<file path="src/rtl/axi_pkg.sv">
// axi_pkg: AXI4 constants and the bridge FSM state encoding shared by the UART link initiator.
package axi_pkg;
    localparam logic [1:0] AXI_BURST_INCR  = 2'b01;
    localparam logic [2:0] AXI_SIZE_4B     = 3'b010;
    localparam logic [1:0] AXI_RESP_OKAY   = 2'b00;
    localparam logic [1:0] AXI_RESP_EXOKAY = 2'b01;
    localparam logic [1:0] AXI_RESP_SLVERR = 2'b10;
    localparam logic [1:0] AXI_RESP_DECERR = 2'b11;
    typedef enum logic [2:0] {IDLE, RD_ADDR, RD_DATA, WR_REQ, WR_RESP, DONE} state_t;
endpackage

</file>
<file path="src/rtl/axi_lite_master_bridge.sv">
// axi_lite_master_bridge: turns single-word requests into single-beat AXI4 reads/writes, one at a time.
module axi_lite_master_bridge
    import axi_pkg::*;
#(
    parameter int ID_W   = 8,
    parameter int TXN_ID = 0,
    parameter int ADDR_W = 32
) (
    input  logic              clk,
    input  logic              rst,
    input  logic              req_en,
    input  logic              req_we,
    input  logic [ADDR_W-1:0] req_addr,
    input  logic [31:0]       req_wdata,
    input  logic [3:0]        req_wmask,
    output logic              req_ready,
    output logic              resp_valid,
    output logic [31:0]       resp_rdata,
    output logic              resp_err,
    output logic              ar_valid,
    input  logic              ar_ready,
    output logic [ID_W-1:0]   ar_id,
    output logic [ADDR_W-1:0] ar_addr,
    output logic [7:0]        ar_len,
    output logic [2:0]        ar_size,
    output logic [1:0]        ar_burst,
    input  logic              r_valid,
    output logic              r_ready,
    input  logic [ID_W-1:0]   r_id,
    input  logic [1:0]        r_resp,
    input  logic [31:0]       r_data,
    input  logic              r_last,
    output logic              aw_valid,
    input  logic              aw_ready,
    output logic [ID_W-1:0]   aw_id,
    output logic [ADDR_W-1:0] aw_addr,
    output logic [7:0]        aw_len,
    output logic [2:0]        aw_size,
    output logic [1:0]        aw_burst,
    output logic              w_valid,
    input  logic              w_ready,
    output logic [31:0]       w_data,
    output logic [3:0]        w_strb,
    output logic              w_last,
    input  logic              b_valid,
    output logic              b_ready,
    input  logic [ID_W-1:0]   b_id,
    input  logic [1:0]        b_resp
);
    localparam logic [ID_W-1:0] TID = ID_W'(TXN_ID);

    state_t              state;
    logic [ADDR_W-1:0]   addr_q;
    logic [31:0]         wdata_q;
    logic [3:0]          wmask_q;

    assign ar_id    = TID;
    assign ar_addr  = addr_q;
    assign ar_len   = 8'd0;
    assign ar_size  = AXI_SIZE_4B;
    assign ar_burst = AXI_BURST_INCR;
    assign aw_id    = TID;
    assign aw_addr  = addr_q;
    assign aw_len   = 8'd0;
    assign aw_size  = AXI_SIZE_4B;
    assign aw_burst = AXI_BURST_INCR;
    assign w_data   = wdata_q;
    assign w_strb   = wmask_q;
    assign w_last   = 1'b1;

    // aw_valid / w_valid double as the per-channel pending flags while in WR_REQ
    always_ff @(posedge clk or posedge rst) begin
        if (rst) begin
            state      <= IDLE;
            req_ready  <= 1'b1;
            resp_valid <= 1'b0;
            resp_rdata <= '0;
            resp_err   <= 1'b0;
            ar_valid   <= 1'b0;
            r_ready    <= 1'b0;
            aw_valid   <= 1'b0;
            w_valid    <= 1'b0;
            b_ready    <= 1'b0;
            addr_q     <= '0;
            wdata_q    <= '0;
            wmask_q    <= '0;
        end else begin
            case (state)
                IDLE: if (req_en) begin
                    addr_q     <= req_addr;
                    wdata_q    <= req_wdata;
                    wmask_q    <= req_wmask;
                    req_ready  <= 1'b0;
                    resp_rdata <= '0;
                    resp_err   <= 1'b0;
                    ar_valid   <= !req_we;
                    aw_valid   <= req_we;
                    w_valid    <= req_we;
                    state      <= req_we ? WR_REQ : RD_ADDR;
                end
                RD_ADDR: if (ar_ready) begin
                    ar_valid <= 1'b0;
                    r_ready  <= 1'b1;
                    state    <= RD_DATA;
                end
                RD_DATA: if (r_valid) begin
                    r_ready    <= 1'b0;
                    resp_rdata <= r_data;
                    resp_err   <= (r_resp != AXI_RESP_OKAY) || !r_last || (r_id != TID);
                    resp_valid <= 1'b1;
                    state      <= DONE;
                end
                WR_REQ: begin
                    if (aw_ready) aw_valid <= 1'b0;
                    if (w_ready) w_valid <= 1'b0;
                    if ((!aw_valid || aw_ready) && (!w_valid || w_ready)) begin
                        b_ready <= 1'b1;
                        state   <= WR_RESP;
                    end
                end
                WR_RESP: if (b_valid) begin
                    b_ready    <= 1'b0;
                    resp_err   <= (b_resp != AXI_RESP_OKAY) || (b_id != TID);
                    resp_valid <= 1'b1;
                    state      <= DONE;
                end
                DONE: begin
                    resp_valid <= 1'b0;
                    req_ready  <= 1'b1;
                    state      <= IDLE;
                end
                default: state <= IDLE;
            endcase
        end
    end
endmodule

</file>
<file path="config.mk">
export PLATFORM = sky130hd
export DESIGN_NAME = axi_lite_master_bridge
export DESIGN_NICKNAME = d
export VERILOG_FILES = /design/src/rtl/axi_pkg.sv /design/src/rtl/axi_lite_master_bridge.sv
export SDC_FILE = /design/constraint.sdc
export NUM_CORES = 1
export LEC_CHECK = 0
export CAP_MARGIN = 40
export CORE_AREA = 3 3 119 121
export CTS_BUF_LIST = sky130_fd_sc_hd__clkbuf_4 sky130_fd_sc_hd__clkbuf_8
export CTS_CLUSTER_SIZE = 28
export DETAILED_ROUTE_END_ITERATION = 12
export DIE_AREA = 0 0 122 124
export HOLD_SLACK_MARGIN = 0.12
export PLACE_DENSITY = 0.81
export SETUP_SLACK_MARGIN = 0.2
export SYNTH_ARGS = -nofsm -noshare
export SYNTH_HDL_FRONTEND = slang
export SYNTH_SLANG_ARGS = --single-unit
</file>
<file path="constraint.sdc">
create_clock -name clk -period 11.9 [get_ports clk]
set_input_delay 3.57 -clock clk [delete_from_list [all_inputs] [get_ports clk]]
set_output_delay 3.57 -clock clk [all_outputs]
set_load 0.005 [all_outputs]
</file>
==> flow_summary.json <==
{
  "synthFlopType": "dfrtp_1",
  "start_kind": "input port",
  "io_pins": 313,
  "final_nets": 729,
  "worstHoldPathType": "flop to flop",
  "via_per_inst": 4.58,
  "drc": 0,
  "seq_power_share": 0.382,
  "clock_path_buffers": 2,
  "ant_nets": 0,
  "sw_frac_of_total": 0.295,
  "ys_seq_area_frac": 0.564,
  "vias": 3570,
  "core-area_mm2": 0.0132,
  "ys_ff_latch": 111,
  "path_clk_slew_ns": 0.10,
  "pre_cts_ws_ns": 6.41,
  "synth_top_area_share": 0.558,
  "fin_hold_ws_ns": 0.510,
  "synth_edf_count": 0,
  "power_frac_comb": 0.477,
  "grt_pass1_wl_mm": 19.6,
  "place.gp.congestion": 0.863,
  "fp.dieW_um": 122,
  "cts_root_buffer": "clkbuf_8",
  "ctsHtreeMaxLevel": 3,
  "worstMarginPinSlew_ns": 0.789,
  "crit_chain": "clkdlybuf4s50_1 > nor4b_4 > buf_4 > nor2_4 > a22o_1",
  "start_util": 0.374,
  "yosys_warnings": 0,
  "finalCritPeriodShare": 0.425,
  "cts_setup_buffers": 0,
  "antenna_found_initial": 1,
  "fin_cells": 780,
  "syn-cell-area_mm2": 0.00493,
  "r2r_end": "resp_rdata[2]",
  "worstPathArrival_ns": 5.31,
  "status": "completed",
  "async_reset_ff_frac": 1.00,
  "areaGrowthSynthToFinish_pct": 53.1,
  "hold_depth": 1,
  "slowest_stage": "clkdlybuf4s50_1",
  "switchingPower_mw": 0.522,
  "r2r_cells": 4,
  "ctsResizeCount": 0,
  "max_stage_delay_ns": 0.55,
  "rsz0062_at_grt": "no",
  "netlist_instances": 367,
  "p_int_mw": 1.25,
  "p_leak_nw": 3.20,
  "die_h_um": 124,
  "cts_hold_buf": 0,
  "drt_iter0_markers": 159,
  "n_fill_cell": 1108,
  "drive_gt1_frac": 0.157,
  "grtUsageTotal": 0.168,
  "die_area_mm2": 0.0151,
  "power_density_mw_per_mm2": 234,
  "ys_top_cells_by_area": "dfrtp_1 (56%), mux2_2 (16%), buf_4 (12%)",
  "finClkSkew_ns": 0.0117,
  "dp.cells": 764,
  "drt-pass1-iter-count": 4,
  "ff2ff_setup_slack_ns": 9.85,
  "grt_start_max_net_pins": 64,
  "setup_violations": 0,
  "fmax_ghz": 0.198,
  "cts_sinks": 111,
  "wl_per_cell_um": 16.9,
  "critPathCaptureType": "flop",
  "n_antenna_cell": 0,
  "drv_cap": 0,
  "cp_data_required_time_ns": 12.15,
  "ir_worst_vdd_uv": 97.2,
  "wl_mm": 13.2,
  "pwr-share-clk": 0.141,
  "hp-start": "resp_rdata[4]",
  "gr-total-overflow": 0,
  "worstPathMaxFanout": 35,
  "syn_avg_cell_area_um2": 13.4,
  "detailed_place_hpwl_mm": 10.2,
  "cts_tree": "built",
  "rr_startpoint": "state[0]",
  "total_power_mw": 1.77,
  "slew_viol_final": 0,
  "worst_slack_ns": 6.84,
  "slew_headroom": 0.474,
  "ys_top_cells_by_count": "dfrtp_1 (110), buf_4 (76), mux2_2 (69)",
  "grt_pass1_vias": 3713,
  "yosysMostFrequentCell": "dfrtp_1",
  "synth.distinct_cells": 34,
  "cts_buffers": 9,
  "hold_path_end": "resp_rdata[4]",
  "hold_viol": 0,
  "crit_type": "input port to flop",
  "fin_tns_setup_ns": 0,
  "port-buffer-count": 269,
  "min_period_ns": 5.06,
  "insertion_delay_ns": 0.37,
  "rows": 42,
  "synth_top_cell_by_area": "dfrtp_1"
}
registers in the layout, indices dropped and copies added (netlist names), 3 cells and up:
register and flops:
w_data 32, state 3, resp_rdata 32, w_strb 4, ar_addr 32
area by class of cell:
| class | count | area [µm²] | share of cell area |
|---|---|---|---|
| sequential | 111 | 2780 | 0.368 |
| tap | 176 | 220 | 0.0292 |
| clock buffer | 10 | 131 | 0.0174 |
| timing repair buffer | 273 | 2720 | 0.361 |
| clock inverter | 6 | 90.1 | 0.0119 |
| inverter | 6 | 25.0 | 0.00331 |
| multi-input combinational | 198 | 1580 | 0.209 |
metal layers:
metal / wire length [µm] / GRT usage
met5: 17 / 0
met4: 231 / 0.0595
met3: 1170 / 0.0545
met2: 7030 / 0.302
met1: 4740 / 0.187
layout by cell type, fill, tap and decap left out, types with 2 or more instances in the layout:
| cell type | Yosys | routed |
|---|---|---|
| a21oi_1 | 4 | 4 |
| a22o_1 | 34 | 34 |
| a31oi_1 | 3 | 3 |
| and3_1 | 2 | 2 |
| buf_4 | 76 | 4 |
| bufinv_16 | 0 | 2 |
| clkbuf_8 | 0 | 9 |
| clkdlybuf4s50_1 | 0 | 269 |
| conb_1 | 2 | 43 |
| dfrtp_1 | 110 | 110 |
| inv_1 | 6 | 5 |
| inv_6 | 0 | 2 |
| mux2_2 | 69 | 69 |
| mux2i_1 | 3 | 3 |
| nand2_1 | 4 | 4 |
| nand2b_1 | 2 | 2 |
| nor2_1 | 6 | 6 |
| nor3_1 | 2 | 2 |
| nor4_1 | 3 | 3 |
| o21ai_0 | 8 | 8 |
| o31ai_1 | 2 | 2 |
worst max path at each step:
stage           start             end  slack, ns  cells after the start
2_1_floorplan     rst      ar_addr[0]       5.40                      1
3_3_place_gp   req_en  resp_rdata[23]       6.48                      5
3_5_place_dp   req_en  resp_rdata[23]       6.41                      5
4_1_cts        req_en  resp_rdata[27]       6.83                      5
5_1_grt        req_en   resp_rdata[2]       6.72                      5
6_report       req_en   resp_rdata[2]       6.84                      5
kinds of logic (layout without fill, tap and decap cells):
kind of cell	count (synthesis)	in the layout	synth area share
DFF	111	111	0.564
buffers and inverters	99	295	0.150
muxes	72	72	0.164
AOI/OAI and AO/OA	56	56	0.0881
and+or+nand+nor	27	27	0.0332
other	2	43	0.00152
critical path: cells and delay by family:
kind	cells	cell delay (ns)
and+or+nand+nor	2	0.48
buffers and inverters	2	1.02
AOI/OAI and AO/OA	1	0.24
power by group through the flow:
stage	Clock [mW]	Combinational [mW]	Sequential, mW
floorplan	0	0.417	0.662
CTS	0.259	0.859	0.678
global placement	0	0.836	0.674
finish	0.249	0.844	0.675
detailed placement	0	0.857	0.682
global route	0.274	0.907	0.700
stage by stage:
step	util	cell area, µm²
floorplan	-	5080
global route	0.572	7550
finish	0.572	7550
global placement	0.556	7330
detailed placement	0.556	7330
CTS	0.572	7550
(Power assumes the default switching activity.)
